File: src/rtl/sram_like_arbiter_pkg.sv
// ============================================================================
// sram_like_arbiter_pkg : shared encodings for the SRAM-like bus arbiter.
// Rev 1.0
// ============================================================================
`default_nettype none

package sram_like_arbiter_pkg;

  typedef enum logic [1:0] {
    ARB_IDLE = 2'd0,
    ARB_ADDR = 2'd1,
    ARB_DATA = 2'd2
  } arb_state_e;

  localparam logic GRANT_INST = 1'b0;
  localparam logic GRANT_DATA = 1'b1;

  localparam logic [1:0] SIZE_B = 2'd0;
  localparam logic [1:0] SIZE_H = 2'd1;
  localparam logic [1:0] SIZE_W = 2'd2;

endpackage

`default_nettype wire

File: src/rtl/sram_like_rr_pick.sv
// ============================================================================
// sram_like_rr_pick : combinational 2-way round-robin picker.
// Rev 1.0
// ============================================================================
`default_nettype none

module sram_like_rr_pick
  import sram_like_arbiter_pkg::*;
(
  input  logic req_inst_i,
  input  logic req_data_i,
  input  logic last_grant_i,
  output logic valid_o,
  output logic grant_o
);

  // Data wins unless both request and data was served last.
  assign valid_o = req_inst_i | req_data_i;
  assign grant_o = req_data_i & (~req_inst_i | (last_grant_i == GRANT_INST));

endmodule

`default_nettype wire

File: src/rtl/sram_like_arbiter.sv
// ============================================================================
// sram_like_arbiter : two-master / one-slave SRAM-like bus arbiter, one
// transaction (address phase + data phase) outstanding at a time.
// Rev 1.0
// ============================================================================
`default_nettype none

module sram_like_arbiter
  import sram_like_arbiter_pkg::*;
#(
  parameter int ADDR_W = 32,
  parameter int DATA_W = 32
) (
  input  logic              clk,
  input  logic              resetn,
  input  logic              inst_req,
  input  logic              inst_wr,
  input  logic [1:0]        inst_size,
  input  logic [ADDR_W-1:0] inst_addr,
  input  logic [DATA_W-1:0] inst_wdata,
  output logic              inst_addr_ok,
  output logic              inst_data_ok,
  output logic [DATA_W-1:0] inst_rdata,
  input  logic              data_req,
  input  logic              data_wr,
  input  logic [1:0]        data_size,
  input  logic [ADDR_W-1:0] data_addr,
  input  logic [DATA_W-1:0] data_wdata,
  output logic              data_addr_ok,
  output logic              data_data_ok,
  output logic [DATA_W-1:0] data_rdata,
  output logic              s_req,
  output logic              s_wr,
  output logic [1:0]        s_size,
  output logic [ADDR_W-1:0] s_addr,
  output logic [DATA_W-1:0] s_wdata,
  input  logic              s_addr_ok,
  input  logic              s_data_ok,
  input  logic [DATA_W-1:0] s_rdata,
  output logic              busy,
  output logic              grant_data
);

  arb_state_e state_q, state_d;
  logic       grant_q, grant_d;
  logic       last_grant_q, last_grant_d;

  logic       pick_valid;
  logic       pick_grant;
  logic       gnt_req;

  sram_like_rr_pick u_pick (
    .req_inst_i   (inst_req),
    .req_data_i   (data_req),
    .last_grant_i (last_grant_q),
    .valid_o      (pick_valid),
    .grant_o      (pick_grant)
  );

  assign gnt_req = (grant_q == GRANT_DATA) ? data_req : inst_req;

  always_ff @(posedge clk or negedge resetn) begin
    if (!resetn) begin
      state_q      <= ARB_IDLE;
      grant_q      <= GRANT_INST;
      last_grant_q <= GRANT_INST;
    end else begin
      state_q      <= state_d;
      grant_q      <= grant_d;
      last_grant_q <= last_grant_d;
    end
  end

  always_comb begin
    state_d      = state_q;
    grant_d      = grant_q;
    last_grant_d = last_grant_q;
    s_req        = 1'b0;
    s_wr         = 1'b0;
    s_size       = 2'd0;
    s_addr       = '0;
    s_wdata      = '0;
    inst_addr_ok = 1'b0;
    inst_data_ok = 1'b0;
    inst_rdata   = '0;
    data_addr_ok = 1'b0;
    data_data_ok = 1'b0;
    data_rdata   = '0;

    case (state_q)
      ARB_IDLE: begin
        if (pick_valid) begin
          grant_d = pick_grant;
          state_d = ARB_ADDR;
        end
      end

      ARB_ADDR: begin
        s_req = gnt_req;
        if (grant_q == GRANT_DATA) begin
          s_wr         = data_wr;
          s_size       = data_size;
          s_addr       = data_addr;
          s_wdata      = data_wdata;
          data_addr_ok = s_addr_ok;
        end else begin
          s_wr         = inst_wr;
          s_size       = inst_size;
          s_addr       = inst_addr;
          s_wdata      = inst_wdata;
          inst_addr_ok = s_addr_ok;
        end
        // A dropped request means the slave accepted nothing: abandon it.
        if (!gnt_req) begin
          state_d = ARB_IDLE;
        end else if (s_addr_ok) begin
          state_d      = ARB_DATA;
          last_grant_d = grant_q;
        end
      end

      ARB_DATA: begin
        if (grant_q == GRANT_DATA) begin
          data_data_ok = s_data_ok;
          data_rdata   = s_rdata;
        end else begin
          inst_data_ok = s_data_ok;
          inst_rdata   = s_rdata;
        end
        if (s_data_ok) begin
          state_d = ARB_IDLE;
        end
      end

      default: begin
        state_d = ARB_IDLE;
      end
    endcase
  end

  assign busy       = (state_q != ARB_IDLE);
  assign grant_data = grant_q;

endmodule

`default_nettype wire

File: config.mk
export PLATFORM = sky130hd
export DESIGN_NAME = sram_like_arbiter
export DESIGN_NICKNAME = d
export VERILOG_FILES = /design/src/rtl/sram_like_arbiter_pkg.sv /design/src/rtl/sram_like_rr_pick.sv /design/src/rtl/sram_like_arbiter.sv
export SDC_FILE = /design/constraint.sdc
export NUM_CORES = 1
export LEC_CHECK = 0
export CORE_AREA = 2 2 119 121
export DETAILED_ROUTE_END_ITERATION = 16
export DIE_AREA = 0 0 121 123
export GPL_TIMING_DRIVEN = 0
export PLACE_DENSITY = 0.54
export SETUP_SLACK_MARGIN = 0.3
export SLEW_MARGIN = 20
export SYNTH_ARGS = -nofsm -noshare
export SYNTH_HDL_FRONTEND = slang
export SYNTH_SLANG_ARGS = --single-unit
File: constraint.sdc
create_clock -name clk -period 1.2 [get_ports clk]
set_input_delay 0.18 -clock clk [delete_from_list [all_inputs] [get_ports clk]]
set_output_delay 0.18 -clock clk [all_outputs]
set_load 0.02 [all_outputs]
== After elaboration in Yosys (flattened, before gate mapping) ==
Cells that the tools add are included.

* Equality and inequality tests: 5
* Mux-type cells: 27
* Bitwise gates (word level): 5
* Reduce and logical (&&, ||, !) cells: 5

{| class="wikitable"
|+ Operators with widths
! cell !! count
|-
| 32-bit two-way mux || 8
|-
| 1-bit two-way mux || 12
|-
| 2-bit two-way mux || 6
|-
| 2-bit case mux with 3 select lines || 1
|-
| 3-bit AND reduction || 2
|-
| 2-bit inequality test (second input constant) || 2
|-
| 3-bit inequality test (second input constant) || 1
|-
| 2-bit by 1-bit == test with 1-bit output (second input constant) || 1
|-
| 2-bit == test (second input constant) || 1
|-
| 2-bit zero test || 1
|-
| 1-bit inverter || 2
|-
| 1-bit bitwise OR || 2
|-
| 2-bit AND reduction || 1
|-
| 2-bit nonzero test || 1
|-
| 1-bit AND || 1
|}

* Register bits: 4
* Output and inout bits: 138
* Word-level logic and storage cells: 45

== Longest topological paths before layout ==
* Depth after elaboration: 3
* Depth in mapped cells: 5

== Cells and area by module ==
From an unflattened synthesis, not the netlist that was laid out.

* Cells, all modules: 247
* Area, all modules: 1680.4 µm²

{| class="wikitable"
|+ By module, submodules not included
! module !! instances !! cells an instance !! area each (µm²) !! seq. area each (µm²)
|-
| sram_like_arbiter || 1 || 245 || 1666.6 || 100.1
|-
| sram_like_rr_pick || 1 || 2 || 13.8 || 0.0
|}

== Least setup slack after synthesis ==
OpenSTA, ideal clock, no wires.

* Kind: flip-flop to output port
* Start point: register state_q[1]
* End point: output s_addr[12]
* Arrival: 1282 ps
* Required time: 1020 ps
* Path slack: -262 ps
* Stages on the path, launching flop included: 6
* Path buffers: 3
* Cell sequence: dfrtp_1 -> nand2b_1 -> clkbuf_1 -> buf_2 -> buf_4 -> nor2_1

* Longest elaborated chain between the ends: 2

{| class="wikitable"
|+ Ends and longest elaborated chain
! element !! RTL line !! source
|-
| start, declared || sram_like_arbiter.sv:44 || <nowiki>arb_state_e state_q, state_d;</nowiki>
|-
| start signal, assigned || sram_like_arbiter.sv:68 || <nowiki>state_q <= state_d;</nowiki>
|-
| 2-bit by 1-bit == test with 1-bit output || sram_like_arbiter.sv:90 || <nowiki>case (state_q)</nowiki>
|-
| 32-bit two-way mux || sram_like_arbiter.sv:90 ||
|-
| end, declared || sram_like_arbiter.sv:35 || <nowiki>output logic [ADDR_W-1:0] s_addr,</nowiki>
|}

No other way between the ends.

== Worst setup path in the final report ==
* Start point: register grant_q (netlist: grant_data)
* End point: output data_rdata[12]

* Longest elaborated chain between the ends: 2

{| class="wikitable"
|+ Ends and longest elaborated chain
! element !! RTL line !! source
|-
| start, declared || sram_like_arbiter.sv:45 || <nowiki>logic grant_q, grant_d;</nowiki>
|-
| start signal, assigned || sram_like_arbiter.sv:69 || <nowiki>grant_q <= grant_d;</nowiki>
|-
| 32-bit two-way mux || sram_like_arbiter.sv:123 || <nowiki>if (grant_q == GRANT_DATA) begin</nowiki>
|-
| 32-bit two-way mux || sram_like_arbiter.sv:90 ||
|-
| end, declared || sram_like_arbiter.sv:31 || <nowiki>output logic [DATA_W-1:0] data_rdata,</nowiki>
|}

No other way between the ends.

==> run_results.csv <==
group,metric,value,unit
timing,rsz0062_at_grt,"yes",
yosys,synth_xor_area_share,0,%
floorplan,core-area,0.0136,mm^2
critical_path,worstPathArrival,1.54,ns
yosys,synthAdderAreaFrac,0,%
floorplan,core.rowCount,43,
timing,timing_worst_slew_pin_value,0.274,ns
power,leakage,2.86,nW
global_route,grt_pass1_vias,3131,
drt,ant_nets,0,
layout,final_nets,762,
yosys,synthesis.nets,419,
critical_path,path_class,"flop to output pin",
power,totalPowerFinal,0.0134,W
clocking,cts_tree,"done",
global_route,grt_use_met2,30.0,%
clocking,numCtsBuffers,3,
outcome,violations,"setup timing",
floorplan,start_util,12.3,%
yosys,syn_area_per_cell,6.76,um^2
yosys,yosysWarnings,0,
drt,drt_pass1_iterations,4,
floorplan,die-area,0.0149,mm^2
global_route,busiest_layer,"met2",
drt,avgRoutedWirePerCell,16.5,um
layout,syn_to_final_growth,307,%
global_route,grt_usage,14.7,%
layout,fillers,1267,
timing,hold_viol_final,0,
layout,final_cell_mix,"clkdlybuf4s50_1, buf_6, and2_4, nor2_2, nor2_4",
clocking,h-tree-depth,1,
timing,timing.fmax,0.582,GHz
timing,skew,0.00550,ns
floorplan,die_w,121,um
power,power.density,1970,mW/mm^2
yosys,synthDistinctLibCells,18,
timing,relSlewSlack,81.7,%
global_route,use_met1,14.0,%
place,port_buffers,309,
clocking,cts-root-buf,"clkbuf_16",
drt,vias,3096,
floorplan,ios,310,
place,place_ws,-0.975,ns
clocking,clk_latency,0.23,ns
global_route,grt.met3_usage,4.34,%
place,post_dp_cell_area,0.00555,mm^2
critical_path,cp-end-kind,"output pin",
clocking,cts_sinks,4,
outcome,status,"complete, but fails checks",
yosys,ys_ff_latch,4,
power,ir_drop,0.887,mV
yosys,synth_compound_area_share,1.57,%
floorplan,chipHeight,123,um
drt,drt-initial-drc-count,19,
timing,finalCritPeriodShare,143,%
layout,final_layout_size_suffix_gt1_share,65.9,%
timing,finalWorstSetupSlack,-0.518,ns
timing,period_needed,1.72,ns
drt,detail_route.drc_violations,0,
timing,setup_viol,140,
place,gp_congestion,0.718,
clocking,clkTransAtPathRegs,0.03,ns
critical_path,r2r_slack,-0.43,ns
yosys,synthMuxAreaShare,41.6,%
global_route,overflow,0,
critical_path,cp_max_fo,8,
drt,vias_per_cell,4.03,
global_route,grt_pass1_wl,17.1,mm
timing,slew_violations,0,
drt,wl,12.7,mm
yosys,ys_seq_area_share,5.99,%
yosys,synth-simple-area-share,43.7,%
global_route,grt_max_degree,12,
layout,fin_area,0.00680,mm^2
layout,layout_commonest_cell,"clkdlybuf4s50_1",
global_route,antenna_found_initial,0,
clocking,cts_hold_buf,0,
layout,antenna_cells,0,
clocking,cts_buffer_depth,2,
layout,fin_util,50.0,%
yosys,synth_top_family_by_area,"simple AND/OR/NAND/NOR gates",
worst_hold_path,hold_path.class,"input pin to asynchronous set/reset pin",
yosys,postSynthCellCount,247,
yosys,netlist_area,0.00167,mm^2
critical_path,cp-start-kind,"flop",
place,hpwl,9.89,mm
run,drv_cap,0,
critical_path,crit_required,1.02,ns
==> critical path, stage by stage, from the launching register on <==
cell and delay (ns):
dfrtp_2 0.44, buf_12 0.17, inv_6 0.07, nor2_4 0.04, buf_12 0.14, buf_8 0.12
and2_2 0.17, buf_4 0.15
==> per-stage QoR <==
step | std cells | hold slack [ns] | TNS (ns)
2_1_floorplan | 247 | -0.116 | -16.51
3_3_place_gp | 736 | 0.401 | -106.69
3_5_place_dp | 736 | 0.415 | -109.32
4_1_cts | 751 | 0.175 | -64.39
5_1_grt | 769 | 0.179 | -67.65
6_report | 769 | 0.166 | -60.43
==> logic make-up after synthesis <==
logic type | Yosys count
simple gates | 146
mux | 69
flops | 4
buf+inv | 24
compound gates | 4
==> report_power, final <==
part / switching (W) / internal (W)
combinational: 0.00574 / 0.00682
sequential: 0.0000844 / 0.000208
clock: 0.000109 / 0.000440
total: 0.00594 / 0.00746
==> cell usage after synthesis (all sizes together) <==
cell type	instances	area (um^2)
nor2	75	284
mux2i	68	684
and2	66	413
buf	16	87.6
clkbuf	6	22.5
dfrtp	4	100
nand2b	3	18.8
inv	2	7.51
a21oi	1	5.00
a31oi	1	6.26
mux2	1	11.3
nand3b	1	7.51
nor3b	1	7.51
o22a	1	8.76
o22ai	1	6.26
==> final timing paths <==
kind	from	depth (start not counted)	to
setup / recovery	grant_data	7	data_rdata[12]
hold / removal	resetn	1	grant_data
max in group asynchronous	resetn	1	state_q[0]
hold reg to reg	last_grant_q	1	last_grant_q
min in group clk	last_grant_q	1	last_grant_q
setup reg to reg	grant_data	5	last_grant_q
==> registers in the layout (all words and copies together) (netlist names) <==
register	cells
last_grant_q	1
state_q	2
grant_data	1
==> layer usage <==
layer	vias up	share of wire, %
met3	12	9.4
met5	-	0
met2	191	56
li1	1494	-
met1	1399	33
met4	0	1.5
==> final cells by class <==
cell class / count / area (um^2) / share of cell area [%]
repair buffers: 337 / 3620 / 53.2
clock buffers: 4 / 78.8 / 1.16
well taps: 180 / 225 / 3.31
inverters: 2 / 12.5 / 0.184
flip-flops and latches: 4 / 104 / 1.53
plain buffers: 22 / 404 / 5.94
multi-input cells: 220 / 2360 / 34.7
==> timing repair <==
action | 4_1_cts | 5_1_grt
setup endpoints to repair | 142 | 142
cloned | 7 | 8
pin swaps | 28 | 13
resized for setup | 733 | 248
setup buffers | 4 | 10
No activity file was read; power rests on OpenSTA's default activity.
